$ cat config.mk
export PLATFORM = sky130hd
export DESIGN_NAME = lzd_norm
export DESIGN_NICKNAME = d
export VERILOG_FILES = /design/src/rtl/lzd_norm.sv
export SDC_FILE = /design/constraint.sdc
export NUM_CORES = 1
export LEC_CHECK = 0
export ABC_AREA = 0
export BUFFER_PORTS_ARGS = -buffer_cell sky130_fd_sc_hd__buf_2
export CORE_ASPECT_RATIO = 0.8
export CORE_MARGIN = 10
export CORE_UTILIZATION = 53
export CTS_CLUSTER_SIZE = 20
export DETAILED_ROUTE_END_ITERATION = 12
export PLACE_DENSITY = 0.8
export SYNTH_ARGS = -nofsm -noshare
export SYNTH_HDL_FRONTEND = slang
export SYNTH_SLANG_ARGS = --single-unit
$ cat constraint.sdc
create_clock -name clk -period 5.5 [get_ports clk]
set_input_delay 1.1 -clock clk [delete_from_list [all_inputs] [get_ports clk]]
set_output_delay 1.1 -clock clk [all_outputs]
set_load 0.03 [all_outputs]
$ cat src/rtl/lzd_norm.sv
// lzd_norm: three-stage pipelined left normalizer steered by a registered leading-zero count.
// Emits a mantissa with bit 47 set, exponent EXP_BASE - count, and a sticky count/operand checker.
module lzd_norm #(
   parameter int EXP_BASE = 0,
   parameter int EXP_W    = 8
) (
   input  logic             clk,
   input  logic             reset,
   input  logic             scan_in0,
   input  logic             scan_en,
   input  logic             test_mode,
   output logic             scan_out0,
   input  logic             in_valid,
   output logic             in_ready,
   input  logic [47:0]      din,
   input  logic [5:0]       numz,
   output logic             out_valid,
   input  logic             out_ready,
   output logic [47:0]      mant,
   output logic [EXP_W-1:0] exp,
   output logic             zero,
   output logic             err
);
   localparam logic [5:0] CNT_ZERO = 6'd48;

   logic             adv;
   logic             unused_scan;

   logic             s1_valid_q, s1_zero_q, s1_nz_q, s1_bad_q;
   logic [5:0]       s1_cnt_q;
   logic [47:0]      s1_data_q;
   logic             s1_zero_d;
   logic [5:0]       s1_cnt_d;
   logic [47:0]      s1_data_d;

   logic             s2_valid_q, s2_zero_q, s2_nz_q, s2_bad_q;
   logic [5:0]       s2_cnt_q;
   logic [47:0]      s2_data_q;
   logic [47:0]      s2_shift16;
   logic [47:0]      s2_data_d;

   logic             out_valid_q, zero_q, err_q, err_pend_q;
   logic [47:0]      mant_q;
   logic [EXP_W-1:0] exp_q;
   logic [47:0]      s3_shift;
   logic [47:0]      mant_d;
   logic [EXP_W-1:0] exp_d;
   logic             mism_d;

   // The whole pipeline advances or stalls as one, so in_ready is just the output's freedom to move.
   assign adv         = ~out_valid_q | out_ready;
   assign in_ready    = adv;
   assign scan_out0   = 1'b0;
   assign unused_scan = scan_in0 ^ scan_en ^ test_mode;

   always_comb begin
      s1_zero_d = (numz >= CNT_ZERO);
      s1_cnt_d  = s1_zero_d ? CNT_ZERO : numz;
      s1_data_d = s1_zero_d ? 48'h0 : (numz[5] ? {din[15:0], 32'h0} : din);
   end

   always_comb begin
      s2_shift16 = s1_cnt_q[4] ? {s1_data_q[31:0], 16'h0} : s1_data_q;
      s2_data_d  = s2_shift16 << {s1_cnt_q[3:2], 2'b00};
   end

   // Checker judges the shifted value as computed; a bad count is reported, never corrected.
   always_comb begin
      s3_shift = s2_data_q << s2_cnt_q[1:0];
      mant_d   = s2_zero_q ? 48'h0 : s3_shift;
      exp_d    = s2_zero_q ? '0 : (EXP_W'(EXP_BASE) - EXP_W'(s2_cnt_q));
      mism_d   = s2_valid_q & ((~s2_zero_q & ~s3_shift[47]) | (s2_zero_q & s2_nz_q) | s2_bad_q);
   end

   always_ff @(posedge clk or posedge reset) begin
      if (reset) begin
         s1_valid_q  <= 1'b0;
         s1_zero_q   <= 1'b0;
         s1_nz_q     <= 1'b0;
         s1_bad_q    <= 1'b0;
         s1_cnt_q    <= '0;
         s1_data_q   <= '0;
         s2_valid_q  <= 1'b0;
         s2_zero_q   <= 1'b0;
         s2_nz_q     <= 1'b0;
         s2_bad_q    <= 1'b0;
         s2_cnt_q    <= '0;
         s2_data_q   <= '0;
         out_valid_q <= 1'b0;
         mant_q      <= '0;
         exp_q       <= '0;
         zero_q      <= 1'b0;
         err_q       <= 1'b0;
         err_pend_q  <= 1'b0;
      end else begin
         err_q      <= err_q | err_pend_q;
         err_pend_q <= adv & mism_d;
         if (adv) begin
            s1_valid_q  <= in_valid;
            s1_zero_q   <= s1_zero_d;
            s1_nz_q     <= |din;
            s1_bad_q    <= (numz > CNT_ZERO);
            s1_cnt_q    <= s1_cnt_d;
            s1_data_q   <= s1_data_d;
            s2_valid_q  <= s1_valid_q;
            s2_zero_q   <= s1_zero_q;
            s2_nz_q     <= s1_nz_q;
            s2_bad_q    <= s1_bad_q;
            s2_cnt_q    <= s1_cnt_q;
            s2_data_q   <= s2_data_d;
            out_valid_q <= s2_valid_q;
            mant_q      <= mant_d;
            exp_q       <= exp_d;
            zero_q      <= s2_zero_q;
         end
      end
   end

   assign out_valid = out_valid_q;
   assign mant      = mant_q;
   assign exp       = exp_q;
   assign zero      = zero_q;
   assign err       = err_q;
endmodule

# Word level (Yosys, flattened, before mapping)
# Index checks and enable logic that the tools add are counted.
[word_totals]
ff_bits = 176
inputBits = 61
output_inout_bits = 61
word_cells = 41
[op_classes]
addsub = 1
n_lt_le_gt_ge = 2
shifts = 2
mux = 6
bitwise_logic = 11
reduce_logical = 1
[op_table]
columns = ["op", "count"]
rows = [
  ["48-bit two-way mux", 4],
  ["48-bit OR reduction", 1],
  ["48-bit by 2-bit left shift with 48-bit output", 1],
  ["48-bit by 4-bit left shift with 48-bit output", 1],
  ["8-bit two-way mux", 1],
  ["1-bit by 6-bit subtractor with 7-bit output (first input constant)", 1],
  ["6-bit >= comparator (second input constant)", 1],
  ["6-bit greater-than comparator (second input constant)", 1],
  ["6-bit two-way mux", 1],
  ["1-bit AND", 4],
  ["1-bit OR", 4],
  ["1-bit NOT", 3],
]

# Logic depth before layout (Yosys ltp)
# Gate-level depths: netlist of run 1.
[logic_depth]
depth_word = 7
ltp_mapped = 8
depth_no_buf = 5

# Least setup slack after synthesis of run 1
# No wires, ideal clock.
[synth_timing]
path_type = "input to output"
from = "in out_ready"
to = "out in_ready"
arrival_time_ns = 1.948
required_time_ns = 4.400
slack_ns = 2.452
cell_stages = 6
n_path_buf = 4
path_cell_list = "nor2b_1 clkbuf_1 inv_1 buf_2 buf_2 buf_2"
[synth_via]
elab_chain_len = 1
[synth_rtl]
columns = ["item", "line", "source"]
rows = [
  ["from (decl)", "18", "input logic out_ready,"],
  ["1-bit OR", "51", "assign adv = ~out_valid_q | out_ready;"],
  ["to (decl)", "14", "output logic in_ready,"],
]
# Every way passes these cells.

# Final worst setup path of run 1
# Ends and elaborated chain as after synthesis.

==> results of run 1 <==
[layer usage]
| metal | vias up | track usage [%] |
|---|---|---|
| li1 | 3294 | - |
| met1 | 3551 | 31.18 |
| met2 | 368 | 28.29 |
| met3 | 25 | 5.836 |
| met4 | 0 | 5.215 |
| met5 | - | 0 |
[cell families (layout without fill, tap and decap cells)]
family / after synthesis / count (layout) / share of synthesized area (%)
adder cells (fa/ha/maj): 1 / 1 / 0.1347
other: 1 / 3 / 0.04037
flip-flops: 175 / 175 / 47.14
AO/OA/AOI/OAI: 157 / 157 / 12.89
XOR/XNOR: 3 / 3 / 0.2829
multiplexers: 120 / 120 / 20.57
AND/OR/NAND/NOR: 298 / 298 / 14.40
buffers and inverters: 86 / 168 / 4.552
[power by group]
| part | switching, W | leakage [nW] | internal, W |
|---|---|---|---|
| Sequential | 0.000427 | 2.23 | 0.00169 |
| Clock | 0.000484 | 0.293 | 0.000760 |
| Combinational | 0.00124 | 2.44 | 0.000941 |
[per-stage QoR]
stage / power (W) / area [sq um] / utilization, %
2_1_floorplan: 0.003706 / 9294 / -
3_3_place_gp: 0.004218 / 9884 / 57.23
3_5_place_dp: 0.004287 / 9884 / 57.23
4_1_cts: 0.005547 / 10490 / 60.73
5_1_grt: 0.005859 / 10490 / 60.74
6_report: 0.005541 / 10490 / 60.75
[registers in the layout, indices dropped and copies added (netlist names)]
register,flops
err_pend_q,1
exp,7
s2_cnt_q,6
s2_nz_q,1
s2_data_q,48
s1_nz_q,1
mant,48
s1_zero_q,1
s1_bad_q,1
s2_bad_q,1
s2_zero_q,1
s1_data_q,48
out_valid,1
zero,1
s1_cnt_q,6
s1_valid_q,1
s2_valid_q,1
err,1
[layout make-up]
class	instances	area [sq um]	area share (%)
inverters	8	33.78	0.3220
repair buffers	129	688.2	6.559
flip-flops and latches	175	4383	41.77
multi-input cells	580	4498	42.87
clock buffers	25	495.5	4.722
diodes	2	5.005	0.04770
clock inverters	6	107.6	1.026
well taps	225	281.5	2.683
[how the worst max path moves through the flow]
stage | from | to | cells past startpoint
floorplan | reset | err | 1
global placement | out_ready | s1_nz_q | 6
detailed placement | out_ready | s1_nz_q | 6
CTS | out_ready | in_ready | 4
global route | out_ready | mant[45] | 6
finish | out_ready | in_ready | 4
[placed cells by master (no fill, tap or decap), types with 2 or more instances in the layout]
cell        synthesis  layout
nor4_1             19      19
a31oi_1             8       8
nor2b_1             3       2
o21a_1              4       4
o41ai_1             2       2
mux2i_1            39      39
diode_2             0       2
and3_1             20      20
or3_1               5       5
buf_4               8      11
nand2_1           149     149
nand3_1            37      37
nor2_1             49      48
clkbuf_16           0      17
dfrtp_2             0       3
o31ai_1            10      10
a22o_1             35      35
clkbuf_1           28       4
nand4_1             3       3
clkinv_2            0       2
o21ai_0            38      38
bufinv_16           0       3
and3b_1             4       4
dfrtp_1           175     172
clkbuf_8            0       4
a21oi_1             5       5
xor2_1              2       2
clkinvlp_4          0       2
mux4_1              9       9
a221o_1            24      24
nand2b_1            5       5
inv_1               5       3
mux2_2             30      30
clkinv_1            3       3
a211oi_1            9       9
buf_2              25     117
mux4_2             42      42
a221oi_1           16      16
[worst max-delay path: cells and delay by family]
kind	cells	cell delay (ns)
and+or+nand+nor	1	0.04
buffers and inverters	3	0.79
==> impl.org, run 1 <==
** STA
- Final worst slack :: 2.460 ns
- Final period util :: 55.28%
- Worst hold-check slack :: 0.4456 ns
- Setup repair after global routing left no endpoint under its margin.
- Setup TNS Final :: 0 ns
- The number of hold violations in the final report is 0.
- The total count of max-transition violations in the final report was 0.
- After layout, the minimum clock period comes to 3.040 ns.
- Worst-case headroom to the max-slew limit :: 16.56%
- Worst Skew :: 0.009534 ns
- At the pin with the least slew margin, the transition time is 1.249 ns.
- Maximum clock frequency :: 328.9 MHz
- Final setup violation count :: 0

** Clocking
- Buffer levels on the longest clock path :: 2
- Number of buffers added by the clock tree synthesis step :: 17
- Root Driver :: clkbuf_16
- TritonCTS clock tree :: yes
- Setup bufs post-CTS :: 0
- In this run the number of H-tree levels came out at 4.
- Clock tree sinks :: 175
- For the worst-skew pair, the clock arrives at the later sink with an insertion delay of 0.43 ns.
- CTS clock-pin slew for the worst setup and hold paths :: 0.06 ns
- Buffers inserted to repair hold after CTS numbered 0.
- Post-cts gate resize count :: 0

** Logic synthesis
- Top cells by area in the synthesized netlist :: dfrtp_1 (47%), mux4_2 (10%), nand2_1 (6.0%)
- Most frequently used cell type in the post-synthesis netlist :: dfrtp_1
- Syn nets :: 903
- Summed over all instances, the cell type with the most area after synthesis is dfrtp_1.
- In the synthesized netlist the async set-or-reset flop fraction comes to 100.0%.
- In this run, distinct cell masters in the synthesized netlist total 47.
- Counting flops and latches in the post-synthesis netlist gives 175.
- EDFF count, synth :: 0
- Post-Syn Area :: 9290 sq um
- By count the netlist is led by dfrtp_1 (175), nand2_1 (149), nor2_1 (49).
- Synthesis produced 841 cells.
- Yosys printed 0 warnings.
- Summed over its instances, the top area cell type makes up 47.14% of the synthesized netlist area.
- Sequential share of the synthesized area :: 47.14%
- Avg Synthesized Cell Area :: 11.05 sq um
- For this run, the leading register cell type out of synthesis is dfrtp_1.

** Routing
- The final route contains 7,238 vias.
- The first detailed-routing pass ran for 5 iterations.
- Wire segments on met2 add up to 10,650 um in the final route.
- Top layer reached by signal wires :: met4
- Mean routed wirelength per cell :: 21.16 um
- In the routed layout, each cell is associated on average with a via count of 6.294.
- Violation count after the first detailed-route iteration :: 1,068
- The detail route stage leaves a number of antenna-violating nets equal to 0.
- Met3 Routed Length :: 2577 um
- For this block, the routed nets add up to 24,330 um of wire.
- Residual DRC count :: 0
- M1 WL :: 10,810 um

** Job
- Max-cap viol count :: 0

** Min path
- Counting instances, the worst hold path has a depth of 1.
- Type of the worst min-delay path :: reg -> reg
- Hold Path Origin :: err_pend_q
- For hold timing, the worst endpoint is err.

** Worst setup path
- Path type of the worst setup path :: in -> out
- Crit path max-delay cell type :: inv_2
- Endpoint arrival time on the critical path :: 1.94 ns
- The worst setup path is launched from a primary input.
- The worst register-to-register path ends at mant[43].
- In this run the worst path has a maximum fanout of 32.
- Number of cells on the worst reg-to-reg path :: 5
- In this run the critical register-to-register path is launched from out_valid.
- The worst setup path is captured at an output pin.
- Traced cell by cell, the critical path runs through buf_2 > nor2b_4 > inv_2 > buf_2.
- In this design, the critical path's most frequently occurring cell is buf_2.
- Reg2reg setup slack :: 2.96 ns
- Biggest cell delay along the critical path :: 0.38 ns
- For the worst setup path, the data required time is 4.40 ns.

** Global route
- Number of antenna violations at the first check in global routing :: 2
- The number of global-route vias before repair was 7,027.
- Global Route Usage Sum :: 20.63%
- Summed over all layers, the global routing overflow is 0.
- Wire length of the first global-routing pass :: 39,140 um
- Entering global routing, the biggest net connects 176 pins.

** Placed design
- Gpl congestion :: 0.8613
- Placed insts :: 1,117
- After legalization and detailed placement, the total HPWL measured 16,750 um.
- Timing analysis after detailed placement gives a worst setup slack of 2.133 ns.
- Count of input and output buffers :: 117

** Die
- CORE AREA :: 17,270 sq um
- Starting density of the core :: 53.79%
- Top-level I/O count :: 122
- Measured along the x axis, the die boundary spans 168.0 um.
- The die is 138.4 um tall.
- Standard-cell rows :: 43
- The floorplan step defined a die boundary enclosing 23,260 sq um.

** Finish
- Share of post-route cells with drive strength above 1 :: 25.68%
- Compared with the post-synthesis result, the final layout area differs by 12.94%.
- The layout has 1,371 filler cells.
- Leaving out filler cells and counting taps, the final layout contains 1,150.
- The final layout contains 973 nets.

** Outcome
- The flow ran to the end, and the final reports show no timing, DRC or antenna violations.

** Power and ir drop
- Maximum VDD drop :: 0.3534 mV
- Pleak :: 4.962 nW
- Cell area power density :: 528.1 nW/um^2
(Power assumes the default switching activity.)
==> run 2, diff against run 1 <==
clock period = 2.65 ns   (was 5.5 ns; I/O delays follow)
==> run 2 against run 1 <==
Effect of this change:
- routed wire length is 0.69% lower
- non-clock buffer count up 11
- clock skew hardly changed
- highest routed layer unchanged
- flip-flop and latch count unchanged
- die area unchanged
- total power up 110%
- global-route usage is 0.10 points lower
- count of clock-buffer cells in the layout is 3 lower
- clock power grew 90%
- first-iteration DRC count down 36%
==> impl.org, run 2 (synthesized netlist as in run 1, its figures left out) <==
** Placed design
- The number of buffers inserted by port buffering is 117 (unchanged).
- The placed wire-length estimate came to 17,280 um (+3.2%).
- The post-placement cell count came to 1,128 (+0.98%).
- The final weighted congestion of routability-driven global placement is 0.8779 (+1.9%).

** Die
- Standard-cell rows :: 43 (unchanged)
- The core box area was 17,270 sq um (unchanged).
- Overall die area :: 23,260 sq um (unchanged)
- Top-level I/O count :: 122 (unchanged)
- The starting density of the core came to 53.79% (unchanged).
- Overall die width :: 168.0 um (unchanged)
- Die height :: 138.4 um (unchanged)

** Clocking
- TritonCTS clock tree :: yes
- CTS clock-pin slew for the worst setup and hold paths :: 0.06 ns (about the same)
- Number of buffers inserted for hold repair after clock tree synthesis :: 0 (unchanged)
- Post-cts gate resize count :: 0 (unchanged)
- Number of buffers added by the clock tree synthesis step :: 17 (unchanged)
- The clock sink count was 175 (unchanged).
- H-tree lvl count :: 4 (unchanged)
- The clock insertion delay at the later pin of the skew report was 0.43 ns (about the same).
- Setup bufs post-CTS :: 0 (unchanged)
- The maximum buffer depth of the clock tree came to 2 (unchanged).
- The root buffer cell chosen for the clock tree is clkbuf_16.

** Global route
- Global Route Usage Sum :: 20.53% (-0.10 points)
- Wire length of the first global-routing pass :: 39,140 um (about the same)
- Largest net degree at the start of global routing :: 116 (-34%)
- The number of global-route vias before repair came to 7,195 (+2.4%).
- The total congestion overflow was 0 (unchanged).
- Number of antenna violations at the first check in global routing :: 1 (-1)

** Worst setup path
- The endpoint identified for the worst register-to-register timing path is s2_data_q[36].
- Reg2reg setup slack :: 0.53 ns (-2.43 ns)
- Path type of the worst setup path :: reg -> reg
- Startpoint Class :: register
- The peak fanout along the critical path came to 31 (-3.1%).
- The length in cells of the worst reg-to-reg path is 3 (-2).
- Endpoint arrival time on the critical path :: 2.42 ns (+0.48 ns)
- The required time of the critical path was 2.95 ns (-1.45 ns).
- STA classifies the critical path endpoint as a register.
- The worst register-to-register path begins at s1_cnt_q[2].

** Finish
- The top cell types in the final layout, fill and taps aside, are dfrtp_1 (172), nand2_1 (149), buf_2 (117).
- The number of fillers in the final layout came to 1,371 (unchanged).
- The number of nets in the final layout came to 984 (+1.1%).
- Non-filler instance count after layout :: 1,161 (+0.96%)
- The fraction of final layout cells sized beyond drive strength 1 came to 26.74% (+1.1 points).
- Area Growth Syn to Fin :: 13.94%
- Most frequent standard cell in the layout excluding fill and tap cells :: dfrtp_1

** Routing
- The wire length per cell came to 20.81 um (-1.6%).
- Total via count after detailed routing :: 7,295 (+0.79%)
- Per-cell via count in the routed design :: 6.283 (-0.17%)
- Number of detailed-route iterations in the first pass :: 5 (unchanged)
- The final wirelength came to 24,160 um (-0.69%).
- Residual DRC count :: 0 (unchanged)
- Residual antenna-violating net count after detailed routing :: 0 (unchanged)
- The number of DRC markers in iteration 0 is 684 (-36%).

** Min path
- Type of the worst min-delay path :: in -> async

** STA
- Worst-Margin Slew :: 1.143 ns (-0.1057 ns)
- The final total negative setup slack came to 0 ns (unchanged).
- Worst Skew :: 0.009947 ns (+0.0004130 ns)
- Final setup violation count :: 0 (unchanged)
- The number of hold violations in the final report was 0 (unchanged).
- Maximum clock frequency :: 472.1 MHz
- Counting I/O delays and the setup requirement, the final critical path takes 2.118 ns.
- Final period util :: 79.94%
- Final Slew Violations :: 0 (unchanged)
- Worst-case headroom to the max-slew limit :: 23.62% (+7.1 points)
- Setup repair after global routing left no endpoint under its margin.

** Job
- Max-cap viol count :: 0 (unchanged)

** Power and ir drop
- The peak supply drop came to 0.7376 mV (+110%).
- The areal power density over the cells was 1074 nW/um^2 (+100%).
- The leakage power came to 5.017 nW (+1.1%).

** Outcome
- The run finished with clean final reports.
[run 2: cell types whose count changed in the layout (fill, tap and decap cells not counted), moves of 2 or more]
cell       change
buf_4          +6
buf_12         +5
clkinv_2       +3
clkinv_4       +3
bufinv_16      -2
clkbuf_8       -2
[run 2: final cells by class]
| cell class | instances | area, sq um | area share, % |
|---|---|---|---|
| timing repair buffer | 140 | 833.3 | 7.872 |
| sequential | 175 | 4383 | 41.41 |
| multi-input combinational | 580 | 4498 | 42.49 |
| antenna | 1 | 2.502 | 0.02364 |
| inverter | 8 | 33.78 | 0.3191 |
| tap | 225 | 281.5 | 2.660 |
| clock inverter | 10 | 88.84 | 0.8392 |
| clock buffer | 22 | 464.2 | 4.385 |
[run 2: worst max-delay path by stage]
stage / startpoint / end / slack [ns] / cells past startpoint
2_1_floorplan: reset / err / -0.12 / 1
3_3_place_gp: out_ready / s2_data_q[46] / 0.56 / 5
3_5_place_dp: out_ready / s2_data_q[44] / 0.49 / 5
4_1_cts: s1_cnt_q[2] / s2_data_q[44] / 0.53 / 3
5_1_grt: s1_cnt_q[2] / s2_data_q[22] / 0.44 / 4
6_report: s1_cnt_q[2] / s2_data_q[36] / 0.53 / 3
[run 2: power by group]
group | leakage [nW] | internal, W | total [W] | switching [W]
registers | 2.23 | 0.00350 | 0.00442 | 0.000912
logic | 2.51 | 0.00203 | 0.00460 | 0.00257
clock network | 0.274 | 0.00134 | 0.00236 | 0.00102
[run 2: stage by stage]
stage	instance area (sq um)	utilization, %	hold WS [ns]	total power, W	setup slack [ns]
after floorplan	9294	-	0.4133	0.007693	-0.1187
final	10590	61.29	0.1604	0.01137	0.5317
after detailed placement	10030	58.07	0.4408	0.008991	0.4913
after CTS	10580	61.28	0.1650	0.01139	0.5282
after global routing	10580	61.28	0.1777	0.01204	0.4381
after global placement	10030	58.07	0.4276	0.008861	0.5611
[run 2: worst max-delay path, stage by stage, from the launching register on]
cell,delay (ns)
dfrtp_2,0.86
mux4_2,0.66
and3_1,0.21
a221o_1,0.25
[run 2: layer usage]
metal / vias to the layer above / wire length (um) / track usage [%]
met5: - / 0 / 0
met4: 0 / 223 / 5.124
met3: 22 / 2432 / 6.969
met2: 350 / 10390 / 28.17
met1: 3607 / 11120 / 30.30
li1: 3316 / - / -
